[src/rtl/sd_pkg.sv]
// Shared SD/SDIO definitions: response transmitter states, frame geometry
// and the CRC7 generator polynomial.
package sd_pkg;

    typedef enum logic [2:0] {
        IDLE,
        WAIT,
        DATA,
        CRC,
        END
    } resp_tx_state_t;

    localparam int SD_CMD_FRAME_BITS = 48;
    localparam int SD_CMD_CRC_BITS   = 40;
    localparam int SD_CRC7_WIDTH     = 7;

    // x^7 + x^3 + 1, with the x^7 term implied by the shift-out
    localparam logic [SD_CRC7_WIDTH-1:0] SD_CRC7_POLY = 7'h09;

endpackage

[src/rtl/sd_crc7.sv]
// Serial CRC7 engine (x^7+x^3+1, initial value 0). It takes one bit per
// enabled clock. Clear has priority over enable.
module sd_crc7
    import sd_pkg::*;
(
    input  logic                     clock,
    input  logic                     reset_n,
    input  logic                     clear,
    input  logic                     enable,
    input  logic                     in_bit,
    output logic [SD_CRC7_WIDTH-1:0] crc
);

    logic [SD_CRC7_WIDTH-1:0] crc_q;
    logic [SD_CRC7_WIDTH-1:0] crc_d;
    logic                     feedback;

    // Next CRC value: shift in one message bit, folding in the polynomial
    always_comb begin
        crc_d    = crc_q;
        feedback = in_bit ^ crc_q[SD_CRC7_WIDTH-1];
        if (clear) begin
            crc_d = '0;
        end else if (enable) begin
            crc_d = {crc_q[SD_CRC7_WIDTH-2:0], 1'b0} ^ (feedback ? SD_CRC7_POLY : '0);
        end
    end

    // CRC state register
    always_ff @(posedge clock) begin
        if (!reset_n) begin
            crc_q <= '0;
        end else begin
            crc_q <= crc_d;
        end
    end

    assign crc = crc_q;

endmodule

[src/rtl/sd_resp_tx.sv]
// Card-side R1 response transmitter for the SD CMD line.
//
// state | meaning
// IDLE  | line released, waiting for start
// WAIT  | N_CR turnaround, line still released
// DATA  | start/dir/index/argument bits on the line (40)
// CRC   | CRC7 bits on the line, crc[6] first (7)
// END   | end bit (1) on the line
//
// The state names the bit currently on the line. Outputs are registered, so
// each bit is loaded on the edge that enters its cycle. The CRC engine
// absorbs each data bit on the edge that puts it on the line. This leaves the
// full CRC ready in time to load crc[6] as the last data bit leaves.
module sd_resp_tx
    import sd_pkg::*;
#(
    parameter int NCR_CYCLES = 2
) (
    input  logic        clock,
    input  logic        reset_n,
    input  logic        start,
    input  logic [5:0]  cmd_index,
    input  logic [31:0] argument,
    input  logic        abort,
    output logic        busy,
    output logic        done,
    output logic        cmd_out,
    output logic        cmd_oe
);

    localparam logic [5:0] WAIT_LOAD = 6'(NCR_CYCLES - 1);
    localparam logic [5:0] DATA_LAST = 6'(SD_CMD_CRC_BITS - 1);
    localparam logic [5:0] CRC_LAST  = 6'(SD_CRC7_WIDTH - 1);

    resp_tx_state_t                 state_q, state_d;
    logic [SD_CMD_CRC_BITS-1:0]     shift_q, shift_d;
    logic [SD_CRC7_WIDTH-1:0]       crc_shift_q, crc_shift_d;
    logic [5:0]                     bit_cnt_q, bit_cnt_d;
    logic [5:0]                     wait_cnt_q, wait_cnt_d;
    logic                           busy_q, busy_d;
    logic                           done_q, done_d;
    logic                           cmd_out_q, cmd_out_d;
    logic                           cmd_oe_q, cmd_oe_d;

    logic                           crc_clear;
    logic                           crc_enable;
    logic [SD_CRC7_WIDTH-1:0]       crc_value;

    sd_crc7 u_crc7 (
        .clock   (clock),
        .reset_n (reset_n),
        .clear   (crc_clear),
        .enable  (crc_enable),
        .in_bit  (shift_q[SD_CMD_CRC_BITS-1]),
        .crc     (crc_value)
    );

    // Next-state and next-output decode; abort overrides any active frame
    always_comb begin
        state_d     = state_q;
        shift_d     = shift_q;
        crc_shift_d = crc_shift_q;
        bit_cnt_d   = bit_cnt_q;
        wait_cnt_d  = wait_cnt_q;
        busy_d      = busy_q;
        done_d      = 1'b0;
        cmd_out_d   = cmd_out_q;
        cmd_oe_d    = cmd_oe_q;
        crc_clear   = 1'b0;
        crc_enable  = 1'b0;

        unique case (state_q)
            IDLE: begin
                if (start) begin
                    state_d    = WAIT;
                    shift_d    = {2'b00, cmd_index, argument};
                    wait_cnt_d = WAIT_LOAD;
                    busy_d     = 1'b1;
                    crc_clear  = 1'b1;
                    cmd_oe_d   = 1'b0;
                    cmd_out_d  = 1'b1;
                end
            end
            WAIT: begin
                if (wait_cnt_q == '0) begin
                    state_d    = DATA;
                    bit_cnt_d  = '0;
                    cmd_oe_d   = 1'b1;
                    cmd_out_d  = shift_q[SD_CMD_CRC_BITS-1];
                    shift_d    = {shift_q[SD_CMD_CRC_BITS-2:0], 1'b0};
                    crc_enable = 1'b1;
                end else begin
                    wait_cnt_d = wait_cnt_q - 6'd1;
                end
            end
            DATA: begin
                if (bit_cnt_q == DATA_LAST) begin
                    state_d     = CRC;
                    bit_cnt_d   = '0;
                    cmd_out_d   = crc_value[SD_CRC7_WIDTH-1];
                    crc_shift_d = {crc_value[SD_CRC7_WIDTH-2:0], 1'b0};
                end else begin
                    bit_cnt_d  = bit_cnt_q + 6'd1;
                    cmd_out_d  = shift_q[SD_CMD_CRC_BITS-1];
                    shift_d    = {shift_q[SD_CMD_CRC_BITS-2:0], 1'b0};
                    crc_enable = 1'b1;
                end
            end
            CRC: begin
                if (bit_cnt_q == CRC_LAST) begin
                    state_d   = END;
                    cmd_out_d = 1'b1;
                end else begin
                    bit_cnt_d   = bit_cnt_q + 6'd1;
                    cmd_out_d   = crc_shift_q[SD_CRC7_WIDTH-1];
                    crc_shift_d = {crc_shift_q[SD_CRC7_WIDTH-2:0], 1'b0};
                end
            end
            END: begin
                state_d   = IDLE;
                busy_d    = 1'b0;
                done_d    = 1'b1;
                cmd_oe_d  = 1'b0;
                cmd_out_d = 1'b1;
            end
            default: begin
                state_d   = IDLE;
                busy_d    = 1'b0;
                cmd_oe_d  = 1'b0;
                cmd_out_d = 1'b1;
            end
        endcase

        if (abort && (state_q != IDLE)) begin
            state_d    = IDLE;
            busy_d     = 1'b0;
            done_d     = 1'b0;
            cmd_oe_d   = 1'b0;
            cmd_out_d  = 1'b1;
            crc_enable = 1'b0;
        end
    end

    // FSM, datapath and registered outputs
    always_ff @(posedge clock) begin
        if (!reset_n) begin
            state_q     <= IDLE;
            shift_q     <= '0;
            crc_shift_q <= '0;
            bit_cnt_q   <= '0;
            wait_cnt_q  <= '0;
            busy_q      <= 1'b0;
            done_q      <= 1'b0;
            cmd_out_q   <= 1'b1;
            cmd_oe_q    <= 1'b0;
        end else begin
            state_q     <= state_d;
            shift_q     <= shift_d;
            crc_shift_q <= crc_shift_d;
            bit_cnt_q   <= bit_cnt_d;
            wait_cnt_q  <= wait_cnt_d;
            busy_q      <= busy_d;
            done_q      <= done_d;
            cmd_out_q   <= cmd_out_d;
            cmd_oe_q    <= cmd_oe_d;
        end
    end

    assign busy    = busy_q;
    assign done    = done_q;
    assign cmd_out = cmd_out_q;
    assign cmd_oe  = cmd_oe_q;

endmodule

[config.mk]
export PLATFORM = sky130hd
export DESIGN_NAME = sd_resp_tx
export DESIGN_NICKNAME = d
export VERILOG_FILES = /design/src/rtl/sd_pkg.sv /design/src/rtl/sd_crc7.sv /design/src/rtl/sd_resp_tx.sv
export SDC_FILE = /design/constraint.sdc
export NUM_CORES = 1
export LEC_CHECK = 0
export ABC_AREA = 1
export ABC_CLOCK_PERIOD_IN_PS = 3500
export CELL_PAD_IN_SITES_DETAIL_PLACEMENT = 1
export CELL_PAD_IN_SITES_GLOBAL_PLACEMENT = 2
export CORE_UTILIZATION = 32
export DETAILED_ROUTE_END_ITERATION = 16
export PLACE_DENSITY = 0.94
export SYNTH_ARGS = -nofsm -noshare
export SYNTH_HDL_FRONTEND = slang
export SYNTH_SLANG_ARGS = --single-unit
export TNS_END_PERCENT = 20
[constraint.sdc]
create_clock -name clock -period 3.5 [get_ports clock]
set_input_delay 0.7 -clock clock [delete_from_list [all_inputs] [get_ports clock]]
set_output_delay 0.7 -clock clock [all_outputs]
set_load 0.1 [all_outputs]
==> flow_summary.json, run 1 <==
{
  "coreArea_sq_um": 11400,
  "ctsRootBufferMaster": "clkbuf_16",
  "clock-sinks": 72,
  "path_class": "flip-flop to output port",
  "dp_hpwl_microns": 6580,
  "r2r_slack_ps": 1190,
  "vias": 3608,
  "initial_core_util": 0.327,
  "cts_max_level": 3,
  "reg2regPathDepth": 10,
  "critPathTopFamily": "buffers and inverters",
  "syn_inst": 590,
  "first_global_vias": 3545,
  "clock_latency_ps": 330,
  "dieWidth_microns": 110,
  "synthesis.nets": 636,
  "num_rows": 39,
  "startpoint_type": "flip-flop",
  "r2r_start": "bit_cnt_q[1]",
  "vias_per_cell": 4.67,
  "crit_arrival_ps": 1840,
  "setup_slack_ps": 964,
  "power_frac_clock": 0.247,
  "dp.cells": 757,
  "power.share.sequential": 0.291,
  "antenna_found_initial": 0,
  "drc": 0,
  "ir_drop_v": 0.000501,
  "cts_made_buffers": 9,
  "finalNonFillerCells": 773,
  "period_share": 0.725,
  "path_max_fanout": 2,
  "cpPeakStageDelay_ps": 1150,
  "grt_overflow": 0,
  "synth_area_leader_cell": "dfxtp_1",
  "yosysWarnings": 0,
  "dieArea_sq_um": 12100,
  "cp_slowest_cell": "clkdlybuf4s50_1",
  "p_sw_frac": 0.433,
  "wl_microns": 9490,
  "cts_hold_buf": 0,
  "synthArstFlopShare": 0,
  "ant_nets": 0,
  "grt_max_degree": 76,
  "synthFlopType": "dfxtp_1",
  "combPwrFrac": 0.462,
  "syn_area_per_cell_sq_um": 6.30,
  "n_fill_cell": 1518,
  "layout.nets": 671,
  "syn_area_sq_um": 3720,
  "globalplace.congestion": 0.798,
  "hold_start": "wait_cnt_q[0]",
  "grt_usage": 0.168,
  "syn_to_final_growth_pct": 22.1,
  "crit_required_ps": 2800,
  "cts_tree": "built",
  "critPathLaunch": "cmd_out",
  "power_leakage_nw": 2.13,
  "whs_ps": 454,
  "period_needed_ps": 2540,
  "synth_top_area_frac": 0.387,
  "ctsResizeCount": 0,
  "p_switching_w": 0.00174,
  "grt_setup_unrepaired": "false",
  "hold_path.class": "flip-flop to flip-flop",
  "cap_violations": 0,
  "crit_chain": "clkdlybuf4s50_1",
  "synth_cell_types": 29,
  "antenna_cells": 0,
  "end_kind": "output port",
  "cp_num_cells": 1,
  "power_density_nw_per_um2": 884,
  "layout-drive-gt1-share": 0.0619,
  "synth_edf_count": 0,
  "yosys_register_bits": 72,
  "dpl_worst_slack_ps": 1020,
  "cts_setup_buffers": 0,
  "cts_buffer_depth": 2,
  "finClkSkew_ps": 8.34,
  "grt_pass1_wl_microns": 15800,
  "setup_violations": 0,
  "synthTopCellsByCount": "nand2_1, nor2_1, dfxtp_1",
  "setup_tns_ps": 0,
  "relSlewSlack": 0.316,
  "fin_util": 0.399,
  "pin_count": 46,
  "slew_violations": 0,
  "status": "completed",
  "first_iter_violations": 163,
  "clk_pin_slew_ps": 60,
  "place.port_buffers": 45,
  "fmax_ghz": 0.394,
  "synth_seq_area_share": 0.387,
  "crit_path_end": "cmd_out",
  "critPathBufInv": 1,
  "r2r-end": "shift_q[24]",
  "worstMarginPinSlew_ps": 1020,
  "finalHoldViolations": 0,
  "drtPass1Iterations": 5,
  "die_y_microns": 110,
  "synth.most_common_cell": "nand2_1",
  "internal_power_w": 0.00227,
  "detail_route.wl_per_cell_microns": 12.3,
  "yosys-top-cells-area": "dfxtp_1, nand2_1, nor2_1"
}
==> metrics by stage <==
stage	instance area, sq um	total power (W)
finish	4540	0.00401
global route	4540	0.00440
CTS	4540	0.00408
detailed placement	4220	0.00306
global placement	4220	0.00298
floorplan	3720	0.00276
==> worst min-delay path by stage <==
stage / to / depth (start not counted)
floorplan: wait_cnt_q[0] / 1
global placement: wait_cnt_q[0] / 1
detailed placement: wait_cnt_q[0] / 1
CTS: wait_cnt_q[0] / 1
global route: wait_cnt_q[0] / 1
finish: wait_cnt_q[0] / 1
==> power groups by stage <==
stage,registers (W),logic (W),clock network (W)
after floorplan,0.00123,0.00153,0
after global placement,0.00117,0.00181,0
after detailed placement,0.00118,0.00187,0
after CTS,0.00117,0.00189,0.00102
after global routing,0.00119,0.00215,0.00106
final,0.00117,0.00186,0.000992
==> cells by family after synthesis <==
logic type / synth area share
compound gates: 0.102
xor+xnor: 0.00942
flops: 0.387
simple gates: 0.376
fa+ha+maj: 0.0135
buf+inv: 0.112
==> flip-flops by register name (all words and copies together) (netlist names) <==
signal and count:
cmd_out 1, crc_shift_q 6, state_q 3, busy 1, shift_q 40, cmd_oe 1
done 1, bit_cnt_q 6, u_crc7.crc 7, wait_cnt_q 6
==> routing by layer <==
metal,up-vias,global-route usage,part of all wire
met5,-,0,0
li1,1890,-,-
met4,0,0.0486,0.012
met2,45,0.294,0.47
met3,9,0.0391,0.036
met1,1664,0.203,0.48
==> area by class of cell <==
type / count / area (sq um) / area share
sequential: 72 / 1440 / 0.317
timing repair buffer: 49 / 480 / 0.106
multi-input combinational: 426 / 1860 / 0.410
clock buffer: 11 / 243 / 0.0535
clock inverter: 5 / 80.1 / 0.0176
tap: 143 / 179 / 0.0394
inverter: 67 / 254 / 0.0559
==> layout by cell type (no fill, tap or decap), types with 5 or more instances in the layout <==
cell type	synthesis	routed
o21ai_1	30	30
a21oi_1	24	24
clkdlybuf4s50_1	0	45
nand2_2	5	5
nor2_1	111	111
clkbuf_16	0	9
dfxtp_1	72	72
inv_2	7	7
nand3_1	26	26
o21ai_0	19	19
nand2_1	185	185
nand4_1	6	6
inv_1	59	59
No activity file was read; power rests on OpenSTA's default activity.
==> inputs of run 2 (changes only) <==
--- a/config.mk
+++ b/config.mk
@@ -6,12 +6,12 @@
 export NUM_CORES = 1
 export LEC_CHECK = 0
 export ABC_AREA = 1
-export ABC_CLOCK_PERIOD_IN_PS = 3500
+export ABC_CLOCK_PERIOD_IN_PS = 2600
 export CELL_PAD_IN_SITES_DETAIL_PLACEMENT = 1
 export CELL_PAD_IN_SITES_GLOBAL_PLACEMENT = 2
-export CORE_UTILIZATION = 32
+export CORE_UTILIZATION = 30
 export DETAILED_ROUTE_END_ITERATION = 16
-export PLACE_DENSITY = 0.94
+export PLACE_DENSITY = 0.9
 export SYNTH_ARGS = -nofsm -noshare
 export SYNTH_HDL_FRONTEND = slang
 export SYNTH_SLANG_ARGS = --single-unit
==> constraint.sdc (replaced) <==
create_clock -name clock -period 2.6 [get_ports clock]
set_input_delay 0.52 -clock clock [delete_from_list [all_inputs] [get_ports clock]]
set_output_delay 0.52 -clock clock [all_outputs]
set_load 0.1 [all_outputs]
==> flow_summary.json, run 2 (same netlist as run 1, synthesis figures left out) <==
{
  "status": "completed",
  "final_common_cell": "nand2_1",
  "reg2regPathDepth": 11,
  "grt_pass1_wl_microns": 16600,
  "n_fill_cell": 1585,
  "vias": 3592,
  "cts_max_level": 3,
  "slew_violations": 0,
  "setup_violations": 0,
  "ctsRootBufferMaster": "clkbuf_16",
  "cts_setup_buffers": 0,
  "design_area_sq_um": 4580,
  "power_leakage_nw": 2.15,
  "wl_microns": 9520,
  "syn_to_final_growth_pct": 23.0,
  "dieArea_sq_um": 12800,
  "multi_input_area_sq_um": 1860,
  "cpPeakStageDelay_ps": 420,
  "worstMarginPinSlew_ps": 460,
  "antenna_cells": 0,
  "regMostFlops": "shift_q",
  "first_global_vias": 3692,
  "grt_usage": 0.160,
  "crit_chain": "ha_1 -> nand2_1 -> inv_1 -> nand3_2 -> nand2_2 -> nand2_2 -> nand2_4 -> buf_4 -> nand2_1 -> nand2_1 -> nor2_1",
  "pin_count": 46,
  "critPathTopFamily": "simple AND/OR/NAND/NOR gates",
  "grt_setup_unrepaired": "false",
  "setup_slack_ps": 437,
  "period_share": 0.832,
  "finClkSkew_ps": 6.55,
  "dpl_worst_slack_ps": 409,
  "cp_num_cells": 11,
  "vias_per_cell": 4.48,
  "largest_register_ffs": 40,
  "layout-drive-gt1-share": 0.0710,
  "detail_route.wl_per_cell_microns": 11.9,
  "path_max_fanout": 27,
  "drc": 0,
  "grt_overflow": 0,
  "combPwrFrac": 0.485,
  "p_switching_w": 0.00236,
  "register_area_sq_um": 1440,
  "finalNonFillerCells": 802,
  "crit_required_ps": 2830,
  "hold_path.class": "flip-flop to flip-flop",
  "layout.nets": 675,
  "ant_nets": 0,
  "fmax_ghz": 0.462,
  "grt_max_degree": 37,
  "die_y_microns": 113,
  "place.port_buffers": 45,
  "cap_violations": 0,
  "dpl_cell_area_sq_um": 4290,
  "clock_latency_ps": 330,
  "first_iter_violations": 176,
  "setup_tns_ps": 0,
  "cts_hold_buf": 0,
  "internal_power_w": 0.00301,
  "clk_pin_slew_ps": 60,
  "p_sw_frac": 0.439,
  "startpoint_type": "flip-flop",
  "coreArea_sq_um": 12100,
  "power.share.sequential": 0.291,
  "power_w": 0.00537,
  "path_class": "flip-flop to flip-flop",
  "end_kind": "flip-flop",
  "critPathBufInv": 2,
  "cp_common_cell": "nand2_1",
  "ctsResizeCount": 0,
  "clock-sinks": 72,
  "crit_arrival_ps": 2390,
  "globalplace.congestion": 0.772,
  "dp_hpwl_microns": 6910,
  "cts_buffer_depth": 2,
  "ir_drop_v": 0.000749,
  "finalHoldViolations": 0,
  "num_rows": 40,
  "cts_made_buffers": 9,
  "antenna_found_initial": 0,
  "drtPass1Iterations": 5,
  "hold_start": "cmd_oe",
  "dieWidth_microns": 113,
  "hold_depth": 2,
  "initial_core_util": 0.308,
  "power_frac_clock": 0.224,
  "period_needed_ps": 2160,
  "cts_tree": "built",
  "cp_slowest_cell": "dfxtp_1",
  "critPathLaunch": "bit_cnt_q[1]",
  "r2r_start": "bit_cnt_q[1]",
  "power_density_nw_per_um2": 1170,
  "final_cell_mix": "nand2_1, nor2_1, dfxtp_1, inv_1, clkdlybuf4s50_1",
  "relSlewSlack": 0.693,
  "dp.cells": 786
}
-- run 2: cell types whose count changed in the layout (fill, tap and decap cells not counted), sizes merged --
| cell | delta |
|---|---|
| clkinv | +2 |
| bufinv | -1 |
| clkdlybuf4s50 | -4 |
| clkbuf | +1 |
| clkinvlp | -2 |
| buf | +8 |
-- run 2: worst register-to-register path: stages, from the launching register on --
cell,delay [ps]
dfxtp_1,420
ha_1,270
nand2_1,70
inv_1,80
nand3_2,150
nand2_2,190
nand2_2,120
nand2_4,270
buf_4,280
nand2_1,90
nand2_1,70
nor2_1,40
-- run 2: worst paths after layout --
path	to	slack (ps)
worst max register to register	shift_q[23]	440
worst min-delay path	cmd_oe	470
worst min register to register	cmd_oe	470
worst max-delay path	shift_q[23]	440
-- run 2: power by group through the flow --
stage / Clock, W / Combinational, W / Sequential (W)
6_report: 0.00120 / 0.00261 / 0.00156
5_1_grt: 0.00128 / 0.00302 / 0.00160
4_1_cts: 0.00125 / 0.00266 / 0.00157
3_5_place_dp: 0 / 0.00263 / 0.00159
3_3_place_gp: 0 / 0.00254 / 0.00157
2_1_floorplan: 0 / 0.00207 / 0.00165
-- run 2: final cells by class --
type                       instances  area share
multi-input combinational        426       0.407
inverter                          67      0.0555
clock buffer                      12      0.0517
timing repair buffer              53       0.115
clock inverter                     4     0.00984
sequential                        72       0.315
tap                              168      0.0459
-- run 2: layer usage --
| metal | global-route usage | share of wire | vias to the layer above |
|---|---|---|---|
| met5 | 0 | 0 | - |
| met1 | 0.192 | 0.49 | 1652 |
| met2 | 0.282 | 0.47 | 40 |
| met3 | 0.0337 | 0.026 | 9 |
| met4 | 0.0526 | 0.013 | 0 |
| li1 | - | - | 1891 |
-- run 2: through the flow --
stage	utilization	hold slack, ps
finish	0.379	468
detailed placement	0.356	452
global placement	0.356	437
CTS	0.379	466
global route	0.379	482
floorplan	-	422
==> inputs of run 3 (changes only) <==
--- a/config.mk
+++ b/config.mk
@@ -6,12 +6,12 @@
 export NUM_CORES = 1
 export LEC_CHECK = 0
 export ABC_AREA = 1
-export ABC_CLOCK_PERIOD_IN_PS = 2600
+export ABC_CLOCK_PERIOD_IN_PS = 1800
 export CELL_PAD_IN_SITES_DETAIL_PLACEMENT = 1
 export CELL_PAD_IN_SITES_GLOBAL_PLACEMENT = 2
-export CORE_UTILIZATION = 30
+export CORE_UTILIZATION = 27
 export DETAILED_ROUTE_END_ITERATION = 16
-export PLACE_DENSITY = 0.9
+export PLACE_DENSITY = 0.86
 export SYNTH_ARGS = -nofsm -noshare
 export SYNTH_HDL_FRONTEND = slang
 export SYNTH_SLANG_ARGS = --single-unit
==> constraint.sdc (replaced) <==
create_clock -name clock -period 1.8 [get_ports clock]
set_input_delay 0.36 -clock clock [delete_from_list [all_inputs] [get_ports clock]]
set_output_delay 0.36 -clock clock [all_outputs]
set_load 0.1 [all_outputs]
==> flow_summary.json, run 3 (same netlist as run 1, synthesis figures left out) <==
{
  "cts_max_level": 3,
  "drtPass1Iterations": 4,
  "ant_nets": 0,
  "clock-sinks": 72,
  "slew_violations": 0,
  "finClkSkew_ps": 8.08,
  "globalplace.congestion": 0.805,
  "n_fill_cell": 1742,
  "vias": 3622,
  "initial_core_util": 0.279,
  "cts_made_buffers": 9,
  "startpoint_type": "flip-flop",
  "wl_microns": 9650,
  "fmax_ghz": 0.602,
  "period_needed_ps": 1660,
  "first_global_vias": 3748,
  "period_share": 0.922,
  "combPwrFrac": 0.495,
  "final_common_cell": "nand2_1",
  "first_iter_violations": 118,
  "grt_pass1_wl_microns": 16700,
  "layout.nets": 688,
  "grt_overflow": 0,
  "relSlewSlack": 0.795,
  "grt_setup_unrepaired": "false",
  "coreArea_sq_um": 13300,
  "crit_required_ps": 2030,
  "finalHoldViolations": 0,
  "setup_tns_ps": 0,
  "ir_drop_v": 0.000634,
  "status": "completed",
  "p_switching_w": 0.00348,
  "end_kind": "flip-flop",
  "path_max_fanout": 27,
  "clk_pin_slew_ps": 60,
  "dieArea_sq_um": 14300,
  "finalNonFillerCells": 822,
  "p_sw_frac": 0.422,
  "largest_register_ffs": 40,
  "dpl_worst_slack_ps": 34.1,
  "design_area_sq_um": 4800,
  "die_y_microns": 119,
  "final_cell_mix": "nand2_1, nor2_1, dfxtp_1, inv_1, clkdlybuf4s50_1",
  "num_rows": 42,
  "power_density_nw_per_um2": 1720,
  "cts_hold_buf": 0,
  "setup_violations": 0,
  "setup_slack_ps": 140,
  "detail_route.wl_per_cell_microns": 11.7,
  "power_frac_clock": 0.228,
  "antenna_cells": 0,
  "dpl_cell_area_sq_um": 4480,
  "syn_to_final_growth_pct": 29.0,
  "internal_power_w": 0.00476,
  "place.port_buffers": 45,
  "ctsRootBufferMaster": "clkbuf_16",
  "power.share.sequential": 0.277,
  "worstMarginPinSlew_ps": 307,
  "dp_hpwl_microns": 7100,
  "hold_path.class": "primary input to flip-flop",
  "grt_usage": 0.145,
  "vias_per_cell": 4.41,
  "regMostFlops": "shift_q",
  "cts_buffer_depth": 2,
  "drc": 0,
  "dp.cells": 807,
  "layout-drive-gt1-share": 0.0960,
  "grt_max_degree": 42,
  "dieWidth_microns": 119,
  "antenna_found_initial": 0,
  "path_class": "flip-flop to flip-flop",
  "power_leakage_nw": 2.25,
  "crit_arrival_ps": 1890,
  "clock_latency_ps": 330,
  "cts_tree": "built",
  "pin_count": 46,
  "cap_violations": 0
}
[run 3: worst max-delay path, cell delays in order, from the launching register on]
cell and delay, ps:
dfxtp_2 380, ha_1 190, nand2_1 60, inv_1 80, nand3_2 90, nand2_2 130, nand2_2 110, nand2_4 140
buf_12 170, inv_2 60, nor2_1 90, nor2_1 50
[run 3: layout make-up]
cell class | instances | area [sq um] | share of cell area
multi-input combinational | 426 | 1860 | 0.388
sequential | 72 | 1440 | 0.301
timing repair buffer | 66 | 706 | 0.147
inverter | 67 | 254 | 0.0529
clock buffer | 10 | 229 | 0.0477
tap | 176 | 220 | 0.0459
clock inverter | 5 | 82.6 | 0.0172
[run 3: stage by stage]
step,total power (W),hold slack (ps),util
floorplan,0.00537,422,-
detailed placement,0.00645,445,0.336
global placement,0.00628,437,0.336
CTS,0.00839,396,0.359
finish,0.00824,411,0.359
global route,0.00905,411,0.359
[run 3: timing repair]
action                                  CTS  global route
buffers inserted                          0             0
endpoints found under the setup margin    0            37
gates resized for setup                   0             2
[run 3: power groups by stage]
stage	Clock (W)	Combinational, W	Sequential, W
2_1_floorplan	0	0.00298	0.00239
3_3_place_gp	0	0.00398	0.00230
3_5_place_dp	0	0.00413	0.00232
4_1_cts	0.00194	0.00416	0.00229
5_1_grt	0.00200	0.00471	0.00234
6_report	0.00187	0.00408	0.00228
[run 3: worst paths after layout]
check	depth (start not counted)	to	slack [ps]	from
max	11	shift_q[0]	140	bit_cnt_q[0]
max reg2reg	11	shift_q[0]	140	bit_cnt_q[0]
min	3	shift_q[38]	410	reset_n
min reg2reg	1	wait_cnt_q[0]	460	wait_cnt_q[0]
[run 3: layer usage]
metal | wire length, microns | part of all wire | global-route usage | up-vias
met5 | 0 | 0 | 0 | -
met4 | 133 | 0.014 | 0.0445 | 0
met3 | 338 | 0.035 | 0.0321 | 10
met2 | 4660 | 0.48 | 0.258 | 44
met1 | 4510 | 0.47 | 0.171 | 1642
li1 | - | - | - | 1926
